## src/rtl/conway_board_ctrl_if.sv

```systemverilog
// -----------------------------------------------------------------------------
// conway_board_ctrl_if
//   Groups the user-control requests and the board-facing outputs of
//   conway_board_ctrl into one bundle.
//   master : the user/controller side (drives requests, observes the board)
//   slave  : conway_board_ctrl itself
//   Signals:
//     run_req     1-cycle pulse, toggle RUN/PAUSE
//     step_req    1-cycle pulse, advance one generation while paused
//     reload_req  1-cycle pulse, reload board from state_0
//     gen_limit   stop generation (only honoured when GEN_LIMIT_EN is defined)
//     board_rst   shared cell reset
//     board_ena   shared cell enable, one pulse per generation
//     state       LOAD=0, PAUSE=1, RUN=2, DONE=3
//     generation  generations since last load (wraps)
//     done        high while in DONE
// -----------------------------------------------------------------------------
interface conway_board_ctrl_if #(
    parameter int GEN_W = 16
);
    logic             run_req;
    logic             step_req;
    logic             reload_req;
    logic [GEN_W-1:0] gen_limit;
    logic             board_rst;
    logic             board_ena;
    logic [1:0]       state;
    logic [GEN_W-1:0] generation;
    logic             done;

    modport master (
        output run_req, step_req, reload_req, gen_limit,
        input  board_rst, board_ena, state, generation, done
    );

    modport slave (
        input  run_req, step_req, reload_req, gen_limit,
        output board_rst, board_ena, state, generation, done
    );
endinterface

```

## src/rtl/conway_board_ctrl.sv

```systemverilog
// -----------------------------------------------------------------------------
// conway_board_ctrl
//   Sequencer for the conway_cell board. Holds the shared board reset while
//   loading state_0, then either single-steps or free-runs the board by
//   pulsing the shared enable, and counts generations.
//   Ports:
//     clk    system clock
//     rst_n  asynchronous active-low reset
//     bus    conway_board_ctrl_if.slave (requests in, board_rst/board_ena/
//            state/generation/done out; all outputs registered)
//   Parameters:
//     TICKS_PER_STEP  clk cycles between generations in RUN (>=1)
//     LOAD_CYCLES     cycles board_rst is held in LOAD (>=1)
//     GEN_W           generation counter width
//   Optional feature (macro GEN_LIMIT_EN):
//     defined   - reaching a nonzero gen_limit moves to DONE one cycle after
//                 the generation's enable pulse; only reload_req/rst_n leave.
//     undefined - gen_limit ignored, done tied low, DONE unreachable.
// -----------------------------------------------------------------------------
module conway_board_ctrl #(
    parameter int TICKS_PER_STEP = 1000000,
    parameter int LOAD_CYCLES    = 2,
    parameter int GEN_W          = 16
) (
    input  logic               clk,
    input  logic               rst_n,
    conway_board_ctrl_if.slave bus
);
    localparam int TICK_W = (TICKS_PER_STEP > 1) ? $clog2(TICKS_PER_STEP) : 1;
    localparam int LOAD_W = (LOAD_CYCLES > 1) ? $clog2(LOAD_CYCLES) : 1;
    localparam logic [TICK_W-1:0] LAST_TICK = TICK_W'(TICKS_PER_STEP - 1);
    localparam logic [LOAD_W-1:0] LAST_LOAD = LOAD_W'(LOAD_CYCLES - 1);

    typedef enum logic [1:0] {
        ST_LOAD  = 2'd0,
        ST_PAUSE = 2'd1,
        ST_RUN   = 2'd2,
        ST_DONE  = 2'd3
    } state_t;

    state_t             state_q, state_d;
    logic               board_rst_q, board_rst_d;
    logic               board_ena_q, board_ena_d;
    logic [GEN_W-1:0]   generation_q, generation_d;
    logic [LOAD_W-1:0]  load_cnt_q, load_cnt_d;
    logic [TICK_W-1:0]  tick_cnt_q, tick_cnt_d;
    logic               inc;
    logic               limit_hit_q;

    always_ff @(posedge clk or negedge rst_n) begin
        if (!rst_n) begin
            state_q      <= ST_LOAD;
            board_rst_q  <= 1'b1;
            board_ena_q  <= 1'b0;
            generation_q <= '0;
            load_cnt_q   <= '0;
            tick_cnt_q   <= '0;
        end else begin
            state_q      <= state_d;
            board_rst_q  <= board_rst_d;
            board_ena_q  <= board_ena_d;
            generation_q <= generation_d;
            load_cnt_q   <= load_cnt_d;
            tick_cnt_q   <= tick_cnt_d;
        end
    end

    always_comb begin
        state_d      = state_q;
        board_rst_d  = 1'b0;
        board_ena_d  = 1'b0;
        generation_d = generation_q;
        load_cnt_d   = load_cnt_q;
        tick_cnt_d   = tick_cnt_q;
        inc          = 1'b0;

        if (bus.reload_req) begin
            // Reload beats every other request and every state.
            state_d      = ST_LOAD;
            board_rst_d  = 1'b1;
            generation_d = '0;
            load_cnt_d   = '0;
            tick_cnt_d   = '0;
        end else begin
            case (state_q)
                ST_LOAD: begin
                    board_rst_d = 1'b1;
                    if (load_cnt_q == LAST_LOAD) begin
                        state_d     = ST_PAUSE;
                        board_rst_d = 1'b0;
                        load_cnt_d  = '0;
                    end else begin
                        load_cnt_d = load_cnt_q + 1'b1;
                    end
                end
                ST_PAUSE: begin
                    if (limit_hit_q) begin
                        state_d = ST_DONE;
                    end else if (bus.run_req) begin
                        state_d    = ST_RUN;
                        tick_cnt_d = '0;
                    end else if (bus.step_req) begin
                        inc = 1'b1;
                    end
                end
                ST_RUN: begin
                    if (limit_hit_q) begin
                        state_d = ST_DONE;
                    end else if (bus.run_req) begin
                        state_d = ST_PAUSE;
                    end else if (tick_cnt_q == LAST_TICK) begin
                        tick_cnt_d = '0;
                        inc        = 1'b1;
                    end else begin
                        tick_cnt_d = tick_cnt_q + 1'b1;
                    end
                end
                default: begin
                    state_d = ST_DONE;
                end
            endcase
        end

        if (inc) begin
            board_ena_d  = 1'b1;
            generation_d = generation_q + 1'b1;
        end
    end

`ifdef GEN_LIMIT_EN
    logic limit_hit_d;
    logic done_q;

    // The limit is compared against the post-increment value; the pulse that
    // reaches the limit still goes out, DONE follows on the next cycle.
    always_comb begin
        limit_hit_d = inc && (bus.gen_limit != '0) && (generation_d == bus.gen_limit);
    end

    always_ff @(posedge clk or negedge rst_n) begin
        if (!rst_n) begin
            limit_hit_q <= 1'b0;
            done_q      <= 1'b0;
        end else begin
            limit_hit_q <= limit_hit_d;
            done_q      <= (state_d == ST_DONE);
        end
    end

    assign bus.done = done_q;
`else
    logic unused_gen_limit;
    assign unused_gen_limit = ^bus.gen_limit;
    assign limit_hit_q      = 1'b0;
    assign bus.done         = 1'b0;
`endif

    assign bus.state      = state_q;
    assign bus.board_rst  = board_rst_q;
    assign bus.board_ena  = board_ena_q;
    assign bus.generation = generation_q;
endmodule
```

## src/flat_wrapper.sv

```systemverilog
// flat-port wrapper written by rule: the top's interface ports become plain ports
module conway_board_ctrl_flat 
#(
    parameter int TICKS_PER_STEP = 1000000,
    parameter int LOAD_CYCLES    = 2,
    parameter int GEN_W          = 16
)
  (clk, rst_n, bus_run_req, bus_step_req, bus_reload_req, bus_gen_limit, bus_board_rst, bus_board_ena, bus_state, bus_generation, bus_done);
  conway_board_ctrl_if #(.GEN_W(GEN_W)) bus_i ();
  input  logic clk;
  input  logic rst_n;
  input wire logic [$bits(bus_i.run_req)-1:0] bus_run_req;
  input wire logic [$bits(bus_i.step_req)-1:0] bus_step_req;
  input wire logic [$bits(bus_i.reload_req)-1:0] bus_reload_req;
  input wire logic [$bits(bus_i.gen_limit)-1:0] bus_gen_limit;
  output wire logic [$bits(bus_i.board_rst)-1:0] bus_board_rst;
  output wire logic [$bits(bus_i.board_ena)-1:0] bus_board_ena;
  output wire logic [$bits(bus_i.state)-1:0] bus_state;
  output wire logic [$bits(bus_i.generation)-1:0] bus_generation;
  output wire logic [$bits(bus_i.done)-1:0] bus_done;
  assign bus_i.run_req = bus_run_req;
  assign bus_i.step_req = bus_step_req;
  assign bus_i.reload_req = bus_reload_req;
  assign bus_i.gen_limit = bus_gen_limit;
  assign bus_board_rst = bus_i.board_rst;
  assign bus_board_ena = bus_i.board_ena;
  assign bus_state = bus_i.state;
  assign bus_generation = bus_i.generation;
  assign bus_done = bus_i.done;
  conway_board_ctrl #(.TICKS_PER_STEP(TICKS_PER_STEP), .LOAD_CYCLES(LOAD_CYCLES), .GEN_W(GEN_W)) u_core (.clk(clk), .rst_n(rst_n), .bus(bus_i));
endmodule
```

## config.mk

```make
export PLATFORM = sky130hd
export DESIGN_NAME = conway_board_ctrl_flat
export DESIGN_NICKNAME = d
export VERILOG_FILES = /design/src/rtl/conway_board_ctrl_if.sv /design/src/rtl/conway_board_ctrl.sv /design/src/flat_wrapper.sv
export SDC_FILE = /design/constraint.sdc
export NUM_CORES = 1
export LEC_CHECK = 0
export ABC_AREA = 1
export BUFFER_PORTS_ARGS = -buffer_cell sky130_fd_sc_hd__buf_2
export CELL_PAD_IN_SITES_DETAIL_PLACEMENT = 1
export CELL_PAD_IN_SITES_GLOBAL_PLACEMENT = 2
export CORE_MARGIN = 2
export CORE_UTILIZATION = 30
export CTS_CLUSTER_SIZE = 10
export DETAILED_ROUTE_END_ITERATION = 16
export GPL_ROUTABILITY_DRIVEN = 0
export PLACE_DENSITY = 0.72
export SETUP_SLACK_MARGIN = 0.1
export SYNTH_ARGS = -nofsm -noshare
export SYNTH_HDL_FRONTEND = slang
export SYNTH_SLANG_ARGS = --single-unit
```

## constraint.sdc

```tcl
create_clock -name clk -period 1.8 [get_ports clk]
set_input_delay 0.27 -clock clk [delete_from_list [all_inputs] [get_ports clk]]
set_output_delay 0.27 -clock clk [all_outputs]
set_load 0.02 [all_outputs]
```

== Yosys cells after proc, flatten, opt, wreduce, memory -nomap -nowiden ==
Cells that the tools add are included.
Operators by class
  add/subtract/negate cells: 3
  eq/ne operators: 7
  mux-type cells: 25
  reduce and logical (&&, ||, !) cells: 6
Operators with widths (count)
  2-to-1 mux 20 bit: 4
  case mux 20 bit (2 select lines): 1
  2-to-1 mux 16 bit: 2
  adder 20 x 1 -> 20 bit, second input constant: 1
  == test 20 bit, second input constant: 1
  adder 16 x 1 -> 16 bit, second input constant: 1
  2-to-1 mux 1 bit: 12
  inequality test 3 bit, second input constant: 3
  2-to-1 mux 2 bit: 4
  case mux 2 bit (3 select lines): 1
  AND reduction 3 bit: 2
  nonzero test 2 bit: 2
  inequality test 3 x 2 -> 1 bit, second input constant: 1
  nonzero test 3 bit: 1
  == test 2 x 1 -> 1 bit, second input constant: 1
  == test 2 bit, second input constant: 1
  logical NOT 2 bit: 1
  case mux 1 bit (2 select lines): 1
  adder 1 bit, second input constant: 1
Word-level totals
  register bits: 41
  input bits: 21
  output and inout port bits: 21
  word-level logic and storage cells: 47

== Depth between registers and ports, before layout ==
Gate-level depths: netlist of the first run.
  depth after elaboration: 6
  gate-level depth with buffers: 12
  gate-level depth less buffers: 12

== Least setup slack after synthesis of the first run ==
No wires, ideal clock.
  path type: reg2reg
  from: register u_core.state_q[1] (netlist: u_core.bus.state[1])
  to: register u_core.tick_cnt_q[10]
  setup time: 0.077 ns
  arrival: 1.588 ns
  required time: 1.723 ns
  slack: 0.134 ns
  stages on the path, launching flop included: 13
  buffers on the path: 1
  clock period less this slack: 1.666 ns
  cell sequence: dfrtp_1 inv_1 ha_1 inv_1 nand2_1 o21ai_0 inv_1 nand2_1 inv_1 buf_6 nand3_1 nand2_1 a21oi_1
On the way
  cells in the longest elaborated chain, start to end: 3
  elaborated cells between the ends (all ways): 8
  classes of those cells: 4 x eq/ne; 2 x mux; 2 x reduce/logical
Ends and longest elaborated chain
  start: declaration: line conway_board_ctrl.sv:41  | state_t state_q, state_d;
  start signal: assignment: line conway_board_ctrl.sv:59  | state_q <= state_d;
  == test 2 bit or == test 2 x 1 -> 1 bit (tied branches): line conway_board_ctrl.sv:85  | case (state_q)
  inequality test 3 bit (no source line), or another cell as far along
  AND reduction 3 bit (no source line) or 2-to-1 mux 20 bit (tied branches)
  end signal: assignment: line conway_board_ctrl.sv:64  | tick_cnt_q <= tick_cnt_d;
  end: declaration: line conway_board_ctrl.sv:46  | logic [TICK_W-1:0] tick_cnt_q, tick_cnt_d;
Several ways; a longest one is shown, not always the timed one.
A chain may end at the register's enable or synchronous reset.

== Worst setup path in the final report of the first run ==
  from: register u_core.tick_cnt_q[0]
  to: register u_core.tick_cnt_q[13]
On the way
  cells in the longest elaborated chain, start to end: 5
  elaborated cells between the ends (all ways): 6
  classes of those cells: 1 x add/sub; 1 x eq/ne; 4 x mux
Ends and longest elaborated chain
  adder 20 x 1 -> 20 bit or == test 20 bit (tied branches): line conway_board_ctrl.sv:115, conway_board_ctrl.sv:111
  2-to-1 mux 20 bit *: line conway_board_ctrl.sv:111  | end else if (tick_cnt_q == LAST_TICK) begin
  2-to-1 mux 20 bit *: line conway_board_ctrl.sv:109  | end else if (bus.run_req) begin
  case mux 20 bit (2 select lines) *: line conway_board_ctrl.sv:85
  2-to-1 mux 20 bit *: line conway_board_ctrl.sv:77  | if (bus.reload_req) begin
Mark *: on every way between the ends. The rest lies on a longest branch, timed or not. The select of a mux whose other input is x is not followed.

==> metrics.cfg, run 1 <==
[synthesis]
synth.area.mux_share_pct=0
synth-seq-cells=41
synth_top_family_by_area=simple AND/OR/NAND/NOR gates
ys_seq_area_share_pct=37.5
yosys.area_share.simple_pct=41.5
synth_cells=374
avgSynthCellArea_sq_um=7.33
yosys_warnings=0
synth-compound-area-share_pct=3.33
synth.distinct_cells=28
synth_fa_ha_area_share_pct=2.74
synth_xor_area_share_pct=4.79
synth_area_sq_um=2740
synth_fp_nets=401

[drt]
vias_per_cell=4.88
ant_nets=0
dr.pass1.iters=4
wirelength_um=8250
vias=2633
drc_errors=0
wl_per_cell_um=15.3
initialDrtViolationCount=90

[setup_path]
end_kind=flip-flop
r2r_cells=8
crit_fanout=4
worst_r2r_endpoint=u_core.tick_cnt_q[13]
cp-start-kind=flip-flop
worstPathArrival_ns=1.79
crit_required_ns=1.99
r2r-start=u_core.tick_cnt_q[0]
worstSetupPathType=reg2reg
rrSetupSlack_ns=0.19

[run]
drv_cap=0

[grt]
grt_pass1_wl_um=14000
grt_usage_pct=17.6
grt_max_degree=36
antenna_found_initial=0
grt-ovfl-total=0
first_global_vias=2719

[floorplan]
dieHeight_um=99.6
rows=34
die_w_um=99.6
fp.dieArea_sq_um=9920
core_region_area_sq_um=8810
initial_core_util_pct=31.1
ios=42

[timing]
post-route-period-util_pct=89.2
setup_viol=0
fin_crit_ns=1.61
finalHoldViolations=0
timing.hold.ws_ns=0.201
skew_ns=0.0152
maxSlewViolCount=0
max_freq_mhz=623
grt_setup_unrepaired=yes
postLayoutSetupSlackWorst_ns=0.195

[final_layout]
drive_gt1_share_pct=26.7
diodes=0
final_area_sq_um=3430
syn2layout_area_growth_pct=25.2
nNetsFinal=457
layout_commonest_cell=nand2_1
mostFrequentLayoutCells=nand2_1, nor2_1, dfrtp_1, inv_1, nand3_1

[power]
leakage_nw=1.67
power_density_nw_per_um2=821
peakVddDrop_v=0.000697

[placed_design]
port_buffers=24
pre_cts_ws_ns=0.00420
dpl.hpwl_um=6020
place_area_sq_um=3130

[worst_hold_path]
hp-start=bus_reload_req
hold_path_depth=2
hold_path_class=in2reg
holdPathEnd=u_core.bus.board_ena

[outcome]
status=finished clean

[clock_tree]
cts-buffers-inserted=5
clk_pin_slew_worst_paths_ns=0.08
clkLatencyLatePin_ns=0.31
clock-sinks=41
cts_tree=yes
cts_buffer_depth=2
cts-root-buf=clkbuf_8
cts_max_level=2

## metrics by stage
stage          instances  setup TNS, ns  util [%]  power, mW
2_1_floorplan        374              0         -       1.49
3_3_place_gp         525        -0.0161      35.5       1.80
3_5_place_dp         525              0      35.5       1.81
4_1_cts              534              0      37.2       2.67
5_1_grt              539              0      39.0       2.99
6_report             539              0      39.0       2.82
## state kept, by name, summed over array words and instances, names as in the netlist
register,count
u_core.tick_cnt_q,20
u_core.bus.board_ena,1
u_core.load_cnt_q,1
u_core.bus.state,2
u_core.bus.board_rst,1
u_core.bus.generation,16
## cells in the mapped netlist (all sizes together)
master | number | area (sq um)
nand4 | 25 | 163
clkbuf | 4 | 55.1
nand3 | 45 | 280
ha | 6 | 75.1
nand2 | 109 | 424
dfrtp | 40 | 1000
nand3b | 1 | 7.51
conb | 1 | 3.75
a21oi | 8 | 40.0
dfstp | 1 | 26.3
xnor2 | 3 | 26.3
buf | 6 | 56.3
nor2 | 52 | 218
o21ai | 9 | 45.0
clkinv | 1 | 3.75
xor2 | 12 | 105
nor3 | 7 | 45.0
a31oi | 1 | 6.26
inv | 43 | 161
## worst max-delay path: stages, from the launching register on
cell	delay (ns)
dfrtp_1	0.44
buf_4	0.14
nand3_1	0.15
nor2_1	0.23
nand2_1	0.16
nor2_4	0.17
nand3_1	0.10
nand2_1	0.07
nor2_1	0.04
## layer usage
layer / vias up / GRT usage [%] / share of wire (%)
met2: 28 / 26.7 / 44
met1: 1277 / 26.5 / 53
li1: 1321 / - / -
met3: 7 / 2.74 / 2.2
met5: - / 0 / 0
met4: 0 / 3.58 / 0.82
## layout make-up
| class | instances | area (sq um) |
|---|---|---|
| Clock buffer | 7 | 86.3 |
| Clock inverter | 1 | 30.0 |
| Fill cell | 1096 | 5370 |
| Inverter | 44 | 168 |
| Multi-Input combinational cell | 280 | 1570 |
| Sequential cell | 41 | 1030 |
| Tap cell | 108 | 135 |
| Timing Repair Buffer | 58 | 418 |
## report_power, final
group | internal, mW | switching, mW
clock | 0.453 | 0.356
combinational | 0.379 | 0.621
sequential | 0.969 | 0.0401
## worst max-delay path by stage
stage                                  to  cells past startpoint  slack [ns]                  from
floorplan           u_core.tick_cnt_q[10]                     12        0.13   u_core.bus.state[1]
global placement    u_core.tick_cnt_q[12]                     10       -0.02   u_core.bus.state[0]
detailed placement   u_core.tick_cnt_q[6]                     11       0.004   u_core.bus.state[1]
CTS                 u_core.tick_cnt_q[12]                      8        0.08  u_core.tick_cnt_q[0]
global route        u_core.tick_cnt_q[13]                      8        0.08  u_core.tick_cnt_q[0]
finish              u_core.tick_cnt_q[13]                      8        0.19  u_core.tick_cnt_q[0]
## timing repair
| item | 4_1_cts | 5_1_grt |
|---|---|---|
| setup buffers | 0 | 4 |
| hold buffers | 1 | 0 |
| endpoints found under the setup margin | 12 | 32 |
| gates cloned | 0 | 1 |
| pin swaps | 1 | 8 |
| gates resized for setup | 6 | 34 |
| endpoints found under the hold margin | 17 | 0 |
## cell families (layout without fill, tap and decap cells)
kind of cell / after synthesis / after routing
and+or+nand+nor: 239 / 240
buffers and inverters: 54 / 110
AOI/OAI and AO/OA: 18 / 18
DFF: 41 / 41
other: 1 / 1
adders and majority gates: 6 / 6
xor gates and xnor gates: 15 / 15
Power figures use the tool's default switching activity.
==> inputs of run 2 (changes only) <==
--- a/config.mk
+++ b/config.mk
@@ -5,7 +5,6 @@
 export SDC_FILE = /design/constraint.sdc
 export NUM_CORES = 1
 export LEC_CHECK = 0
-export ABC_AREA = 1
 export BUFFER_PORTS_ARGS = -buffer_cell sky130_fd_sc_hd__buf_2
 export CELL_PAD_IN_SITES_DETAIL_PLACEMENT = 1
 export CELL_PAD_IN_SITES_GLOBAL_PLACEMENT = 2
@@ -14,7 +13,7 @@
 export CTS_CLUSTER_SIZE = 10
 export DETAILED_ROUTE_END_ITERATION = 16
 export GPL_ROUTABILITY_DRIVEN = 0
-export PLACE_DENSITY = 0.72
+export PLACE_DENSITY = 0.69
 export SETUP_SLACK_MARGIN = 0.1
 export SYNTH_ARGS = -nofsm -noshare
 export SYNTH_HDL_FRONTEND = slang
==> run 2 against run 1 <==
Compared with the run above:
- the flow now finishes with violations (negative setup slack)
- via count down 11%
- critical path type unchanged
- clock power is 1% lower
- power down 0.75%
- area after synthesis fell by 17%
==> metrics.cfg, run 2 <==
[synthesis]
synth_area_leader_cell=dfrtp_1
yosys_warnings=0  ; unchanged
synth_fp_nets=282  ; -30%
synth_edf_count=0  ; unchanged
synth.top_cells.by_area=dfrtp_1, a21oi_1, o21ai_0, nand3_1, nor2_1
yosys-top-cells-count=dfrtp_1, a21oi_1, nor2_1
yosys_most_used_dff=dfrtp_1
ys_seq_area_share_pct=45.2  ; +7.7 points
synth_cells=255  ; -32%
synth_area_sq_um=2270  ; -17%
synth.distinct_cells=47  ; +68%
post-synth-top-count-cell=dfrtp_1
avgSynthCellArea_sq_um=8.92  ; +22%
synth_top_area_share_pct=44.0  ; +7.5 points
synthArstFlopShare_pct=100  ; unchanged
synth-seq-cells=41  ; unchanged

[outcome]
violations=negative setup slack
status=finished with violations

[drt]
wl_per_cell_um=16.5  ; +7.7%
vias=2340  ; -11%
dr.pass1.iters=4  ; unchanged
initialDrtViolationCount=100  ; +11%
ant_nets=0  ; unchanged
vias_per_cell=5.25  ; +7.4%
drc_errors=0  ; unchanged
wirelength_um=7350  ; -11%

[timing]
fin_crit_ns=2.10  ; +0.492 ns
postLayoutSetupSlackWorst_ns=-0.297  ; -0.492 ns
slew_headroom_pct=62.9
grt_setup_unrepaired=yes
skew_ns=0.0104  ; -0.00481 ns
max_freq_mhz=477  ; -23%
post-route-period-util_pct=117  ; +27 points
tightest_slew_ns=0.556
maxSlewViolCount=0  ; unchanged
tns_ns=-5.64  ; -5.64 ns
finalHoldViolations=0  ; unchanged
setup_viol=36  ; +36

[clock_tree]
clkLatencyLatePin_ns=0.30  ; about the same
cts-root-buf=clkbuf_8
cts-buffers-inserted=5  ; unchanged
cts_tree=yes
cts_max_level=2  ; unchanged
cts_buffer_depth=2  ; unchanged
clk_pin_slew_worst_paths_ns=0.09  ; about the same
clock-sinks=41  ; unchanged

[grt]
antenna_found_initial=0  ; unchanged
first_global_vias=2371  ; -13%
grt_pass1_wl_um=12000  ; -14%
grt_usage_pct=18.0  ; +0.42 points
grt-ovfl-total=0  ; unchanged
grt_max_degree=26  ; -28%

[floorplan]
core_region_area_sq_um=7290  ; -17%
dieHeight_um=91.1  ; -8.6%
ios=42  ; unchanged
fp.dieArea_sq_um=8290  ; -16%
rows=31  ; -8.8%
initial_core_util_pct=31.2  ; +0.032 points
die_w_um=91.1  ; -8.6%

[final_layout]
nNetsFinal=373  ; -18%
mostFrequentLayoutCells=buf_4, dfrtp_1, buf_2, nand2_1, nor2_1
diodes=0  ; unchanged
syn2layout_area_growth_pct=58.4
drive_gt1_share_pct=47.0  ; +20 points
layout_commonest_cell=buf_4
largest_reg_flops=20  ; unchanged
largest-register=u_core.tick_cnt_q
final_util_pct=49.4  ; +10 points
final_area_sq_um=3600  ; +4.9%

[setup_path]
cpPeakStageDelay_ns=0.54  ; +0.10 ns
worst-path-buf-inv=1  ; unchanged
crit_chain=or4_4 -> nor4_4 -> a21oi_4 -> buf_6 -> or3_4 -> a21oi_2
crit_required_ns=2.03  ; +0.04 ns
slowest_stage=or4_4
worstSetupPathType=reg2reg
end_kind=flip-flop
cp_top_family=simple AND/OR/NAND/NOR gates
cp-start-kind=flip-flop
crit_fanout=7  ; +3
worstPathArrival_ns=2.33  ; +0.54 ns

[placed_design]
dpl.hpwl_um=4910  ; -18%
place_area_sq_um=2930  ; -6.3%
port_buffers=24  ; unchanged

[power]
power_density_nw_per_um2=776  ; -5.4%
leakage_nw=1.55  ; -7.3%
peakVddDrop_v=0.000444  ; -36%

[run]
drv_cap=0  ; unchanged

[worst_hold_path]
hold_path_class=in2reg

run 2: cells by family (layout without fill, tap and decap cells):
logic type	after synthesis	count (layout)	share of synthesized area [%]
AND/OR/NAND/NOR	107	107	25.7
multiplexers	3	3	1.38
flip-flops	41	41	45.2
other	1	1	0.165
AO/OA/AOI/OAI	76	76	19.9
XOR/XNOR	2	2	0.771
buffers and inverters	19	111	3.58
adder cells (fa/ha/maj)	6	6	3.30
run 2: repair_timing:
item,CTS,global route
setup buffers,4,8
gates resized for setup,60,28
gates cloned,1,1
hold buffers,1,0
endpoints found under the hold margin,20,0
endpoints found under the setup margin,36,38
pin swaps,15,21
run 2: metal layers:
layer / wire length (um) / track usage [%] / vias to the layer above
li1: - / - / 1130
met2: 3560 / 30.1 / 33
met1: 3510 / 24.8 / 1172
met5: 0 / 0 / -
met3: 205 / 2.32 / 5
met4: 77 / 4.55 / 0
run 2: final timing paths:
path / slack, ns / cells past startpoint / to / from
min in group asynchronous: 0.49 / 2 / u_core.bus.generation[6] / rst_n
max in group asynchronous: 0.80 / 3 / u_core.tick_cnt_q[17] / rst_n
hold reg to reg: 0.54 / 2 / u_core.load_cnt_q / u_core.load_cnt_q
setup / recovery: -0.30 / 6 / u_core.bus.generation[7] / u_core.tick_cnt_q[11]
setup reg to reg: -0.30 / 6 / u_core.bus.generation[7] / u_core.tick_cnt_q[11]
hold / removal: 0.43 / 3 / u_core.bus.generation[13] / bus_reload_req
run 2: cell type report:
| cell class | instances | area, sq um |
|---|---|---|
| Clock inverter | 1 | 30.0 |
| Fill cell | 853 | 3690 |
| Timing Repair Buffer | 95 | 768 |
| Clock buffer | 7 | 86.3 |
| Multi-Input combinational cell | 195 | 1530 |
| Inverter | 8 | 32.5 |
| Tap cell | 99 | 124 |
| Sequential cell | 41 | 1030 |
run 2: where the power goes:
| part | switching, mW | leakage [nW] | internal (mW) |
|---|---|---|---|
| Clock | 0.346 | 0.0585 | 0.453 |
| Sequential | 0.0465 | 0.564 | 0.982 |
| Combinational | 0.506 | 0.925 | 0.463 |
| Total | 0.898 | 1.55 | 1.90 |
run 2: stage by stage:
| step | instances | power (mW) | setup slack [ns] | hold WS [ns] |
|---|---|---|---|---|
| floorplan | 255 | 1.39 | -0.275 | -0.0256 |
| global placement | 423 | 1.70 | -0.244 | 0.298 |
| detailed placement | 423 | 1.72 | -0.266 | 0.293 |
| CTS | 437 | 2.68 | -0.227 | 0.427 |
| global route | 446 | 2.95 | -0.352 | 0.454 |
| finish | 446 | 2.80 | -0.297 | 0.426 |
run 2: tightest hold or removal path: stages:
cell     delay [ns]
buf_2          0.09
buf_4          0.28
a21oi_2        0.05
